[src/rtl/req_gnt_chk_pkg.sv]
`default_nettype none
// ============================================================================
//  Module      : req_gnt_chk_pkg
//  Description : Shared types for the request/grant protocol checker:
//                violation codes, channel FSM states and a latency helper.
//  Revision    : 1.0 - initial release
// ============================================================================
package req_gnt_chk_pkg;

  localparam int unsigned VIOL_CODE_W = 3;

  // Violation codes reported on viol_code; VC_NONE when nothing fired.
  typedef enum logic [VIOL_CODE_W-1:0] {
    VC_NONE     = 3'b000,
    VC_EARLY    = 3'b001,
    VC_TIMEOUT  = 3'b010,
    VC_DROP     = 3'b011,
    VC_SPURIOUS = 3'b100
  } viol_code_t;

  // Per-channel monitor state.
  typedef enum logic [0:0] {
    IDLE = 1'b0,
    WAIT = 1'b1
  } chan_state_t;

  // Latency comparison kept in a function so a zero MIN_LAT does not turn
  // into a constant unsigned "< 0" comparison at the call site.
  function automatic logic lat_below(input int unsigned lat,
                                     input int unsigned min_lat);
    return (lat < min_lat);
  endfunction

endpackage
`default_nettype wire

[src/rtl/req_gnt_chk_chan.sv]
`default_nettype none
// ============================================================================
//  Module      : req_gnt_chk_chan
//  Description : One request/grant channel monitor: IDLE/WAIT FSM with a
//                latency counter, producing a combinational violation code.
//  Revision    : 1.0 - initial release
// ============================================================================
module req_gnt_chk_chan
  import req_gnt_chk_pkg::*;
#(
  parameter int unsigned MIN_LAT  = 1,
  parameter int unsigned MAX_LAT  = 4,
  parameter int unsigned REQ_HOLD = 1
) (
  input  logic       clk,
  input  logic       rst,
  input  logic       dis_i,
  input  logic       req,
  input  logic       gnt,
  output logic       busy,
  output viol_code_t code
);

  localparam int unsigned         LAT_W     = $clog2(MAX_LAT + 1);
  localparam logic [LAT_W-1:0]    C_MAX_LAT = LAT_W'(MAX_LAT);
  localparam logic [LAT_W-1:0]    C_LAT_ONE = LAT_W'(1);

  chan_state_t      state_q, state_d;
  logic [LAT_W-1:0] lat_q, lat_d;

  // State and latency counter registers; reset aborts any open check.
  always_ff @(posedge clk or negedge rst) begin
    if (!rst) begin
      state_q <= IDLE;
      lat_q   <= '0;
    end else begin
      state_q <= state_d;
      lat_q   <= lat_d;
    end
  end

  // Next-state, latency update and violation classification.
  always_comb begin
    state_d = state_q;
    lat_d   = lat_q;
    code    = VC_NONE;
    if (dis_i) begin
      state_d = IDLE;
      lat_d   = '0;
    end else begin
      case (state_q)
        IDLE: begin
          if (gnt) begin
            // Grant with no open request: zero-latency grant or spurious.
            if (req) code = (MIN_LAT == 0) ? VC_NONE : VC_EARLY;
            else     code = VC_SPURIOUS;
          end else if (req) begin
            state_d = WAIT;
            lat_d   = C_LAT_ONE;
          end
        end
        WAIT: begin
          if (gnt) begin
            code    = lat_below(32'(lat_q), MIN_LAT) ? VC_EARLY : VC_NONE;
            state_d = IDLE;
            lat_d   = '0;
          end else if ((REQ_HOLD != 0) && !req) begin
            code    = VC_DROP;
            state_d = IDLE;
            lat_d   = '0;
          end else if (lat_q == C_MAX_LAT) begin
            code    = VC_TIMEOUT;
            state_d = IDLE;
            lat_d   = '0;
          end else begin
            lat_d = lat_q + C_LAT_ONE;
          end
        end
        default: begin
          state_d = IDLE;
          lat_d   = '0;
        end
      endcase
    end
  end

  assign busy = (state_q == WAIT);

endmodule
`default_nettype wire

[config.mk]
export PLATFORM = sky130hd
export DESIGN_NAME = req_gnt_chk_chan
export DESIGN_NICKNAME = d
export VERILOG_FILES = /design/src/rtl/req_gnt_chk_pkg.sv /design/src/rtl/req_gnt_chk_chan.sv
export SDC_FILE = /design/constraint.sdc
export NUM_CORES = 1
export LEC_CHECK = 0
export ABC_AREA = 1
export ABC_CLOCK_PERIOD_IN_PS = 1200
export BUFFER_PORTS_ARGS = -buffer_cell sky130_fd_sc_hd__buf_2
export CORE_AREA = 3 3 40 42
export CTS_BUF_LIST = sky130_fd_sc_hd__clkbuf_4 sky130_fd_sc_hd__clkbuf_8
export DETAILED_ROUTE_END_ITERATION = 10
export DIE_AREA = 0 0 43 45
export SLEW_MARGIN = 40
export SYNTH_ARGS = -nofsm -noshare
export SYNTH_HDL_FRONTEND = slang
export SYNTH_SLANG_ARGS = --single-unit
[constraint.sdc]
create_clock -name clk -period 1.2 [get_ports clk]
set_input_delay 0.24 -clock clk [delete_from_list [all_inputs] [get_ports clk]]
set_output_delay 0.24 -clock clk [all_outputs]
set_load 0.02 [all_outputs]
==> impl_table.tex, run 1 <==
\begin{tabular}{lr}
\hline
Metric & Value \\
\hline
\multicolumn{2}{l}{\textbf{Status}} \\
Status & finished with violations \\
Violations in the final reports & negative setup slack \\
\multicolumn{2}{l}{\textbf{Yosys}} \\
Number of synthesized flops with an enable pin & 0 \\
Cell count after synthesis & between 40 and 50 \\
Number of warnings printed during yosys synthesis & 0 \\
Seq cells post-synth & 4 \\
Share of async-settable or async-resettable flops after synthesis & 100.0\% \\
Synthesized area divided by synthesized cell count & 7.081 µm² \\
Area fraction of the dominant cell type after synthesis & around 32\% \\
Most repeated cell in the gate-level netlist after synthesis & nand2\_1 \\
Largest cells by area after synthesis & dfrtp\_1 (32\%), nand2\_1 (11\%), ha\_1 (8.0\%) \\
Primary FF master, synth & dfrtp\_1 \\
Distinct cell type count of the synthesized netlist & 14 \\
Library cell with the largest summed area after synthesis & dfrtp\_1 \\
Synthesized Nets & 51 \\
Top cells by count, synth & nand2\_1 (9), inv\_1 (5), nand3\_1 (5) \\
Post-synthesis cell area & around 310 µm² \\
Seq/Total Area, Yosys & 32.13\% \\
\multicolumn{2}{l}{\textbf{Global route}} \\
Wire length of the first global-routing pass & 1421 µm \\
Total global routing overflow & 0 \\
Via count of the first global-routing pass & roughly 350 \\
Initial antenna violation count & 0 \\
Overall routing resource usage & just over 10\% \\
Pin count of the biggest net entering global routing & 7 \\
\multicolumn{2}{l}{\textbf{Power}} \\
Leakage & approximately 0.27 nW \\
Largest voltage drop on the vdd net & $\sim$0.00038 V \\
Total power per unit cell area & approximately 850 nW/µm² \\
\multicolumn{2}{l}{\textbf{Setup path}} \\
Critical Path Sink Type & output pin \\
Crit path max-delay family & flip-flops \\
Number of cells on the worst reg-to-reg path & 6 \\
Buffering stage count on the worst path with inverters included & 2 \\
Biggest fanout along the worst timing path & 2 \\
Worst Setup SP & lat\_q[1] \\
Cell-by-cell trace of the critical path & inv\_2 -> ha\_4 -> a21oi\_4 -> nor3\_2 -> buf\_4 \\
Slack of the worst reg-to-reg path & about 0.070 ns \\
Slowest CP cell & dfrtp\_1 \\
Startpoint Class & flop \\
Signal arrival time at the worst endpoint & $\sim$1.2 ns \\
Terminus of the critical flop-to-flop path & busy \\
Critical path start-end classification & flop to output pin \\
Crit-path max cell delay & about 0.38 ns \\
CP required & roughly 0.96 ns \\
Setup crit end & code[1] \\
Origin of the critical flop-to-flop path & busy \\
Levels on crit path & 5 \\
\multicolumn{2}{l}{\textbf{Route}} \\
Vias & roughly 360 \\
Detailed Route Iter0 Violations & 3 \\
DR WL/cell & 10.66 µm \\
DR pass1 iterations & 4 \\
Detailed-route DRC error count & 0 \\
Ratio of routed vias to standard cells & between 4 and 5 \\
Antenna violation net count after detailed routing & 0 \\
Final Routed Wirelength & 853 µm \\
\multicolumn{2}{l}{\textbf{Die}} \\
Core area & roughly 1300 µm² \\
Die Ht & $\sim$45 µm \\
Number of I/O pins & 9 \\
Initial cell density of the core & between 20 and 25\% \\
Die Width & $\sim$43 µm \\
Die ar. & 1935 µm² \\
Placement row count & 13 \\
\multicolumn{2}{l}{\textbf{CTS}} \\
Clock buffers created by TritonCTS & 3 \\
CTS tree & yes \\
Root Driver & clkbuf\_4 \\
Clock transition at path regs & approximately 0.040 ns \\
H-tree lvl count & 1 \\
Skew-Pair Late Insertion Delay & between 0.2 and 0.25 ns \\
Count of clock tree sinks & 4 \\
Max clock buf depth & 2 \\
\multicolumn{2}{l}{\textbf{Run}} \\
Count of max-cap constraint violations & 0 \\
\multicolumn{2}{l}{\textbf{Final layout}} \\
Net count reported at finish & 73 \\
Fraction of layout cells with a size suffix above 1 & approximately 57\% \\
Syn-to-layout area delta & 69.88\% \\
Post-layout instance area & around 530 µm² \\
Util after Layout & 41.19\% \\
Post-Layout Cell Count & 80 \\
Antenna diode instance count & 0 \\
\multicolumn{2}{l}{\textbf{STA}} \\
Transition time of the tightest slew-check pin & between 0.15 and 0.2 ns \\
Maximum achievable frequency & $\sim$700 MHz \\
Fin crit share & 116.0\% \\
Unrepaired setup endpoints after global routing & true \\
Worst clock skew on the final layout & roughly 0.0059 ns \\
Worst slew margin relative to its limit & approximately nine tenths \\
Final period demand of the worst path & approximately 1.4 ns \\
Hold slack final & roughly 0.23 ns \\
Final hold viol count & 0 \\
\# setup viols final & 3 \\
Number of max-slew violations in the final report & 0 \\
PnR worst setup slack & -0.1923 ns \\
\multicolumn{2}{l}{\textbf{Placement}} \\
Instance area after placement & 411.6 µm² \\
Final HPWL DP & $\sim$600 µm \\
Number of buffers inserted by port buffering & 8 \\
Placer congestion estimate & between 0.7 and 0.8 \\
Dpl cells & 71 \\
\multicolumn{2}{l}{\textbf{Worst hold path}} \\
Class of the tightest hold or removal check & input pin to flop \\
Hold path start & dis\_i \\
\hline
\end{tabular}
-- registers in the layout (all words and copies together) (netlist names) --
signal and cells:
lat_q 3, busy 1
-- how the worst min path moves through the flow --
| stage | to | slack (ns) | depth (start not counted) |
|---|---|---|---|
| after floorplan | busy | -0.06 | 0 |
| after global placement | lat_q[2] | 0.05 | 1 |
| after detailed placement | lat_q[2] | 0.05 | 1 |
| after CTS | busy | 0.22 | 2 |
| after global routing | busy | 0.22 | 2 |
| final | busy | 0.23 | 2 |
-- stage by stage --
step	power, mW	setup TNS [ns]	worst slack [ns]
floorplan	0.1861	-0.02305	-0.02305
global placement	0.2177	0	0.01167
detailed placement	0.2193	-0.01432	-0.01432
CTS	0.4570	-0.5021	-0.1984
global route	0.4895	-0.7167	-0.2762
finish	0.4524	-0.4528	-0.1923
-- per-layer routing --
metal  up-vias  wire (µm)  track usage [%]
met4         0         14            7.229
li1        184          -                -
met2        12        441            16.77
met1       166        352            11.92
met3         2         44            2.789
met5         -          0                0
-- worst reg2reg max path: stages, from the launching register on --
cell and delay (ns):
dfrtp_2 0.43, buf_6 0.13, buf_4 0.12, buf_4 0.12
nand3_1 0.09, nand2_1 0.06, nor2_1 0.10
-- report_power, final --
part	internal [mW]	switching [mW]
sequential	0.139	0.00365
combinational	0.0464	0.0535
clock	0.148	0.0617
-- logic make-up (layout without fill, tap and decap cells) --
group | count (synthesis) | count (layout) | share of synthesized area [%]
DFF | 4 | 4 | 32.13
buffers and inverters | 9 | 30 | 10.84
AOI/OAI and AO/OA | 3 | 3 | 7.228
adders and majority gates | 2 | 2 | 8.031
and+or+nand+nor | 26 | 26 | 41.77
-- placed cells by master, fill, tap and decap left out, drive strengths merged --
| master | n |
|---|---|
| nor3 | 2 |
| o21ai | 1 |
| ha | 2 |
| nand4 | 3 |
| nand2 | 11 |
| nand3 | 6 |
| buf | 16 |
| dfrtp | 4 |
| nor2 | 4 |
| a21oi | 2 |
| inv | 9 |
| clkbuf | 4 |
| dlygate4sd3 | 1 |
-- final cells by class --
class / instances / area (µm²)
multi-input cells: 31 / 212.7
flip-flops and latches: 4 / 102.6
clock buffers: 4 / 30.03
repair buffers: 17 / 131.4
inverters: 9 / 33.78
fillers: 140 / 755.7
well taps: 15 / 18.77
-- what timing repair did --
action | in CTS | in global routing
pin swaps | 3 | 1
setup buffers | 3 | 1
hold buffers | 1 | 0
gates resized for setup | 13 | 1
setup endpoints to repair | 3 | 4
hold endpoints to repair | 4 | 0
Note: power is estimated with default switching activity, not from simulation.
==> run 2: changes to the inputs <==
--- a/config.mk
+++ b/config.mk
@@ -8,6 +8,7 @@
 export ABC_AREA = 1
 export ABC_CLOCK_PERIOD_IN_PS = 1200
 export BUFFER_PORTS_ARGS = -buffer_cell sky130_fd_sc_hd__buf_2
+export CAP_MARGIN = 20
 export CORE_AREA = 3 3 40 42
 export CTS_BUF_LIST = sky130_fd_sc_hd__clkbuf_4 sky130_fd_sc_hd__clkbuf_8
 export DETAILED_ROUTE_END_ITERATION = 10
==> constraint.sdc (replaced) <==
create_clock -name clk -period 1.2 [get_ports clk]
set_input_delay 0.12 -clock clk [delete_from_list [all_inputs] [get_ports clk]]
set_output_delay 0.12 -clock clk [all_outputs]
set_load 0.02 [all_outputs]
==> run 2 against run 1 <==
Net effect: setup slack better by 0.12 ns; first-iteration DRC count up 33%; global-route usage down 0.60 points; register-to-register slack better by 0.03 ns; worst hold slack worse by 0.11 ns; critical path depth unchanged; die area unchanged; flip-flop and latch count unchanged; via count down 5.5%; utilization down 2.6 points; clock skew down 0.0039 ns; sequential power about the same; the flow still finishes with violations (negative setup slack).
==> impl_table.tex, run 2 (synthesis gave the netlist of run 1 again) <==
\begin{tabular}{lr}
\hline
Metric & Value \\
\hline
\multicolumn{2}{l}{\textbf{Status}} \\
Status & finished with violations \\
Violations in the final reports & negative setup slack \\
\multicolumn{2}{l}{\textbf{Final layout}} \\
Antenna diode instance count & 0 (unchanged) \\
Syn-to-layout area delta & 59.04\% \\
Net count reported at finish & 72 (-1.4\%) \\
Fraction of layout cells with a size suffix above 1 & 53.97\% (-3.0 points) \\
Post-layout instance area & 495.5 µm² (-6.4\%) \\
Post-Layout Cell Count & 78 (-2.5\%) \\
Largest register by flop count & lat\_q \\
Leading cell types in the layout, fill and taps excluded & buf\_4 (10), nand2\_1 (9), inv\_2 (6) \\
Most common cell after layout, fill and taps aside & buf\_4 \\
Max FFs per register & 3 (unchanged) \\
\multicolumn{2}{l}{\textbf{Route}} \\
Detailed Route Iter0 Violations & 4 (+1) \\
Final Routed Wirelength & 814 µm (-4.6\%) \\
Ratio of routed vias to standard cells & 4.410 (-3.1\%) \\
Antenna violation net count after detailed routing & 0 (unchanged) \\
DR pass1 iterations & 4 (unchanged) \\
Vias & 344 (-5.5\%) \\
Detailed-route DRC error count & 0 (unchanged) \\
DR WL/cell & 10.44 µm (-2.1\%) \\
\multicolumn{2}{l}{\textbf{Die}} \\
Number of I/O pins & 9 (unchanged) \\
Die ar. & 1935 µm² (unchanged) \\
Die Ht & 45 µm (unchanged) \\
Initial cell density of the core & 24.25\% (unchanged) \\
Core area & 1285 µm² (unchanged) \\
Placement row count & 13 (unchanged) \\
Die Width & 43 µm (unchanged) \\
\multicolumn{2}{l}{\textbf{Setup path}} \\
Crit path max-delay family & flip-flops \\
Slowest CP cell & dfrtp\_1 \\
Critical Path Sink Type & output pin \\
Startpoint Class & flop \\
Crit-path max cell delay & 0.38 ns (about the same) \\
Buffering stage count on the worst path with inverters included & 2 (unchanged) \\
CP required & 1.08 ns (+0.12 ns) \\
Levels on crit path & 5 (unchanged) \\
Signal arrival time at the worst endpoint & 1.15 ns (about the same) \\
Critical path start-end classification & flop to output pin \\
Slack of the worst reg-to-reg path & 0.10 ns (+0.03 ns) \\
Cell-by-cell trace of the critical path & inv\_2 -> ha\_4 -> a21oi\_4 -> nor3\_2 -> buf\_4 \\
Number of cells on the worst reg-to-reg path & 6 (unchanged) \\
Biggest fanout along the worst timing path & 2 (unchanged) \\
\multicolumn{2}{l}{\textbf{CTS}} \\
Clock transition at path regs & 0.04 ns (about the same) \\
Skew-Pair Late Insertion Delay & 0.23 ns (about the same) \\
Root Driver & clkbuf\_4 \\
Max clock buf depth & 2 (unchanged) \\
Clock buffers created by TritonCTS & 3 (unchanged) \\
CTS tree & yes \\
H-tree lvl count & 1 (unchanged) \\
Count of clock tree sinks & 4 (unchanged) \\
\multicolumn{2}{l}{\textbf{Placement}} \\
Placer congestion estimate & 0.7907 (+4.9\%) \\
Number of buffers inserted by port buffering & 8 (unchanged) \\
Instance area after placement & 387.9 µm² (-5.8\%) \\
Dpl cells & 68 (-4.2\%) \\
Final HPWL DP & 522.9 µm (-15\%) \\
Worst Setup Slack post-DPL & 0.09388 ns (+0.1082 ns) \\
\multicolumn{2}{l}{\textbf{Global route}} \\
Via count of the first global-routing pass & 337 (-2.6\%) \\
Wire length of the first global-routing pass & 1324 µm (-6.8\%) \\
Total global routing overflow & 0 (unchanged) \\
Overall routing resource usage & 9.758\% (-0.60 points) \\
Pin count of the biggest net entering global routing & 7 (unchanged) \\
Initial antenna violation count & 0 (unchanged) \\
\multicolumn{2}{l}{\textbf{Worst hold path}} \\
Class of the tightest hold or removal check & input pin to flop \\
Number of cells on the worst hold path & 2 (unchanged) \\
\multicolumn{2}{l}{\textbf{STA}} \\
Setup tns final & -0.08616 ns (+0.3666 ns) \\
Hold slack final & 0.1106 ns (-0.1148 ns) \\
Transition time of the tightest slew-check pin & 0.1380 ns (-0.02917 ns) \\
Final hold viol count & 0 (unchanged) \\
Final period demand of the worst path & 1.273 ns (-0.1194 ns) \\
Maximum achievable frequency & 785.6 MHz (+9.4\%) \\
Worst clock skew on the final layout & 0.002046 ns (-0.003885 ns) \\
Worst slew margin relative to its limit & 90.70\% (+2.0 points) \\
\# setup viols final & 2 (-1) \\
Number of max-slew violations in the final report & 0 (unchanged) \\
Fin crit share & 106.1\% (-10 points) \\
PnR worst setup slack & -0.07288 ns (+0.1194 ns) \\
Unrepaired setup endpoints after global routing & true \\
\multicolumn{2}{l}{\textbf{Power}} \\
Leakage & 0.2541 nW (-6.7\%) \\
Largest voltage drop on the vdd net & 0.0003112 V (-19\%) \\
Total power per unit cell area & 807.3 nW/µm² (-5.6\%) \\
\multicolumn{2}{l}{\textbf{Run}} \\
Count of max-cap constraint violations & 0 (unchanged) \\
\hline
\end{tabular}
run 2: worst register-to-register path, cell delays in order, from the launching register on:
cell     delay (ns)
dfrtp_1        0.38
buf_4          0.15
ha_1           0.20
nand2_1        0.07
nand2_1        0.05
nand3_1        0.07
nand2_1        0.06
run 2: final cells by class:
type | instances | area [µm²]
fill | 130 | 789.5
timing repair buffer | 16 | 110.1
tap | 15 | 18.77
multi-input combinational | 31 | 207.7
clock buffer | 3 | 22.52
sequential | 4 | 102.6
inverter | 9 | 33.78
run 2: timing repair:
item,CTS,global route
resized for setup,10,0
pin swaps,2,0
hold buffers,1,0
setup buffers,6,0
gates cloned,0,0
endpoints found under the hold margin,4,0
setup endpoints to repair,3,3
run 2: worst paths after layout:
check | from | end
max | lat_q[1] | code[1]
min | dis_i | busy
max reg2reg | lat_q[0] | lat_q[2]
min reg2reg | busy | busy
max in group asynchronous | rst | lat_q[2]
min in group asynchronous | rst | lat_q[0]
run 2: metal layers:
| metal | up-vias | share of wire, % | GRT usage, % |
|---|---|---|---|
| li1 | 182 | - | - |
| met1 | 150 | 41 | 9.927 |
| met2 | 10 | 51 | 17.37 |
| met3 | 2 | 5.7 | 1.195 |
| met4 | 0 | 2.1 | 9.036 |
| met5 | - | 0 | 0 |
run 2: through the flow:
stage | util (%) | power [mW]
final | 38.56 | 0.4000
after global routing | 38.56 | 0.4349
after CTS | 38.56 | 0.4090
after detailed placement | 30.19 | 0.2141
after global placement | 30.19 | 0.2141
after floorplan | - | 0.1858
run 2: power breakdown:
group | switching (mW) | internal [mW]
clock network | 0.0524 | 0.112
logic | 0.0513 | 0.0413
registers | 0.00370 | 0.140
==> run 3: changes to the inputs <==
--- a/config.mk
+++ b/config.mk
@@ -9,10 +9,14 @@
 export ABC_CLOCK_PERIOD_IN_PS = 1200
 export BUFFER_PORTS_ARGS = -buffer_cell sky130_fd_sc_hd__buf_2
 export CAP_MARGIN = 20
+export CELL_PAD_IN_SITES_DETAIL_PLACEMENT = 1
+export CELL_PAD_IN_SITES_GLOBAL_PLACEMENT = 2
 export CORE_AREA = 3 3 40 42
 export CTS_BUF_LIST = sky130_fd_sc_hd__clkbuf_4 sky130_fd_sc_hd__clkbuf_8
 export DETAILED_ROUTE_END_ITERATION = 10
 export DIE_AREA = 0 0 43 45
+export PLACE_DENSITY_LB_ADDON = 0.1
+export SKIP_LAST_GASP = 1
 export SLEW_MARGIN = 40
 export SYNTH_ARGS = -nofsm -noshare
 export SYNTH_HDL_FRONTEND = slang
==> run 3 against run 2 <==
Net effect: the flow still finishes with violations (negative setup slack); first-iteration DRC count fell by 75%; die area did not move; clock power barely moved; design area did not move; maximum frequency rose by 0.75%; via count rose by 0.58%; clock-buffer cell count did not move; combinational power rose by 3.2%; power rose by 0.75%; largest cell class unchanged.
==> impl_table.tex, run 3 (synthesis gave the netlist of run 1 again) <==
\begin{tabular}{lr}
\hline
Metric & Value \\
\hline
\multicolumn{2}{l}{\textbf{Status}} \\
Status & finished with violations \\
Violations in the final reports & negative setup slack \\
\multicolumn{2}{l}{\textbf{Final layout}} \\
Post-layout instance area & 495.5 µm² (unchanged) \\
Leading cell types in the layout, fill and taps excluded & buf\_4 (10), nand2\_1 (9), inv\_2 (6) \\
Most common cell after layout, fill and taps aside & buf\_4 \\
Fraction of layout cells with a size suffix above 1 & 53.97\% (unchanged) \\
Largest register by flop count & lat\_q \\
Syn-to-layout area delta & 59.04\% (unchanged) \\
Max FFs per register & 3 (unchanged) \\
Net count reported at finish & 72 (unchanged) \\
Antenna diode instance count & 0 (unchanged) \\
Post-Layout Cell Count & 78 (unchanged) \\
Util after Layout & 38.56\% (unchanged) \\
\multicolumn{2}{l}{\textbf{CTS}} \\
Root Driver & clkbuf\_4 \\
Clock transition at path regs & 0.04 ns (about the same) \\
H-tree lvl count & 1 (unchanged) \\
Max clock buf depth & 2 (unchanged) \\
Skew-Pair Late Insertion Delay & 0.23 ns (about the same) \\
Clock buffers created by TritonCTS & 3 (unchanged) \\
Count of clock tree sinks & 4 (unchanged) \\
CTS tree & yes \\
\multicolumn{2}{l}{\textbf{Setup path}} \\
Slack of the worst reg-to-reg path & 0.10 ns (about the same) \\
Crit path max-delay family & flip-flops \\
Cell-by-cell trace of the critical path & inv\_2 -> ha\_4 -> a21oi\_4 -> nor3\_2 -> buf\_4 \\
Number of cells on the worst reg-to-reg path & 7 (+1) \\
Buffering stage count on the worst path with inverters included & 2 (unchanged) \\
Terminus of the critical flop-to-flop path & lat\_q[2] \\
Slowest CP cell & dfrtp\_1 \\
Crit-path max cell delay & 0.36 ns (-0.02 ns) \\
Startpoint Class & flop \\
Signal arrival time at the worst endpoint & 1.14 ns (about the same) \\
CP required & 1.08 ns (about the same) \\
Setup crit end & code[1] \\
Levels on crit path & 5 (unchanged) \\
Origin of the critical flop-to-flop path & lat\_q[0] \\
Worst Setup SP & lat\_q[0] \\
Critical path start-end classification & flop to output pin \\
Critical Path Sink Type & output pin \\
Biggest fanout along the worst timing path & 2 (unchanged) \\
\multicolumn{2}{l}{\textbf{STA}} \\
\# setup viols final & 2 (unchanged) \\
Final period demand of the worst path & 1.263 ns (-0.009489 ns) \\
Transition time of the tightest slew-check pin & 0.1427 ns (+0.004715 ns) \\
Final hold viol count & 0 (unchanged) \\
PnR worst setup slack & -0.06339 ns (+0.009489 ns) \\
Unrepaired setup endpoints after global routing & true \\
Fin crit share & 105.3\% (-0.79 points) \\
Number of max-slew violations in the final report & 0 (unchanged) \\
Worst clock skew on the final layout & 0.005384 ns (+0.003338 ns) \\
Hold slack final & 0.1136 ns (+0.003073 ns) \\
Worst slew margin relative to its limit & 90.39\% (-0.32 points) \\
Maximum achievable frequency & 791.5 MHz (+0.75\%) \\
\multicolumn{2}{l}{\textbf{Route}} \\
Detailed Route Iter0 Violations & 1 (-3) \\
Antenna violation net count after detailed routing & 0 (unchanged) \\
Final Routed Wirelength & 887 µm (+9.0\%) \\
Detailed-route DRC error count & 0 (unchanged) \\
Ratio of routed vias to standard cells & 4.436 (+0.58\%) \\
Vias & 346 (+0.58\%) \\
DR pass1 iterations & 4 (unchanged) \\
DR WL/cell & 11.37 µm (+9.0\%) \\
\multicolumn{2}{l}{\textbf{Power}} \\
Switching share of total power & 26.95\% (+0.11 points) \\
Switch Pwr & 0.1086 mW (+1.1\%) \\
Int Power & 0.2944 mW (+0.60\%) \\
Share of power burned in registers & 35.7\% (about the same) \\
Total power per unit cell area & 813.3 nW/µm² (+0.75\%) \\
Largest voltage drop on the vdd net & 0.0004447 V (+43\%) \\
Leakage & 0.2539 nW (about the same) \\
Relative contribution of combinational cells to total power & 23.7\% (+0.5 points) \\
Part of the power in the clock network & 40.6\% (-0.4 points) \\
\multicolumn{2}{l}{\textbf{Global route}} \\
Initial antenna violation count & 0 (unchanged) \\
Pin count of the biggest net entering global routing & 7 (unchanged) \\
Overall routing resource usage & 11.36\% (+1.6 points) \\
Via count of the first global-routing pass & 403 (+20\%) \\
Total global routing overflow & 0 (unchanged) \\
Wire length of the first global-routing pass & 1662 µm (+26\%) \\
\multicolumn{2}{l}{\textbf{Run}} \\
Count of max-cap constraint violations & 0 (unchanged) \\
\multicolumn{2}{l}{\textbf{Die}} \\
Die Width & 43 µm (unchanged) \\
Die ar. & 1935 µm² (unchanged) \\
Initial cell density of the core & 24.25\% (unchanged) \\
Core area & 1285 µm² (unchanged) \\
Number of I/O pins & 9 (unchanged) \\
Placement row count & 13 (unchanged) \\
Die Ht & 45 µm (unchanged) \\
\multicolumn{2}{l}{\textbf{Placement}} \\
Number of buffers inserted by port buffering & 8 (unchanged) \\
Dpl cells & 68 (unchanged) \\
Worst Setup Slack post-DPL & 0.03636 ns (-0.05752 ns) \\
Instance area after placement & 387.9 µm² (unchanged) \\
Placer congestion estimate & 0.7189 (-9.1\%) \\
Final HPWL DP & 691.1 µm (+32\%) \\
\multicolumn{2}{l}{\textbf{Worst hold path}} \\
Class of the tightest hold or removal check & input pin to flop \\
\hline
\end{tabular}
==> run 3: area by class of cell <==
class,instances,area [µm²]
timing repair buffer,16,110.1
multi-input combinational,31,207.7
tap,15,18.77
inverter,9,33.78
clock buffer,3,22.52
sequential,4,102.6
fill,163,789.5
==> run 3: worst register-to-register path: cells and delay by family (launching register included) <==
| family | cells | cell delay [ns] |
|---|---|---|
| buffers and inverters | 2 | 0.21 |
| adder cells (fa/ha/maj) | 1 | 0.20 |
| AND/OR/NAND/NOR | 4 | 0.24 |
| flip-flops | 1 | 0.39 |
==> run 3: layer usage <==
layer	vias to the layer above	global-route usage, %	wire length [µm]
li1	182	-	-
met1	159	12.41	388
met2	5	20.66	469
met3	0	1.594	29
met4	0	7.229	0
met5	-	0	0
==> run 3: power by group through the flow <==
stage                     Sequential, mW  Combinational (mW)  Clock (mW)
after floorplan                    0.147              0.0391           0
after global placement             0.146              0.0693           0
after detailed placement           0.146              0.0710           0
after CTS                          0.144              0.0967       0.174
after global routing               0.145               0.106       0.179
final                              0.144              0.0956       0.163
==> run 3: through the flow <==
stage,power [mW],TNS [ns]
after floorplan,0.1858,0
after global placement,0.2154,0
after detailed placement,0.2173,0
after CTS,0.4148,-0.1591
after global routing,0.4301,-0.3184
final,0.4030,-0.1177
==> run 3: worst min-delay path by stage <==
stage / cells after the start / startpoint / endpoint
floorplan: 0 / rst / busy
global placement: 1 / rst / lat_q[0]
detailed placement: 1 / rst / lat_q[0]
CTS: 2 / dis_i / busy
global route: 2 / dis_i / busy
finish: 2 / dis_i / busy
==> run 3: repair_timing <==
| item | in CTS | in global routing |
|---|---|---|
| hold buffers | 1 | 0 |
| resized for setup | 10 | 0 |
| setup endpoints to repair | 3 | 3 |
| endpoints found under the hold margin | 4 | 0 |
| pin swaps | 2 | 0 |
| setup buffers | 6 | 0 |
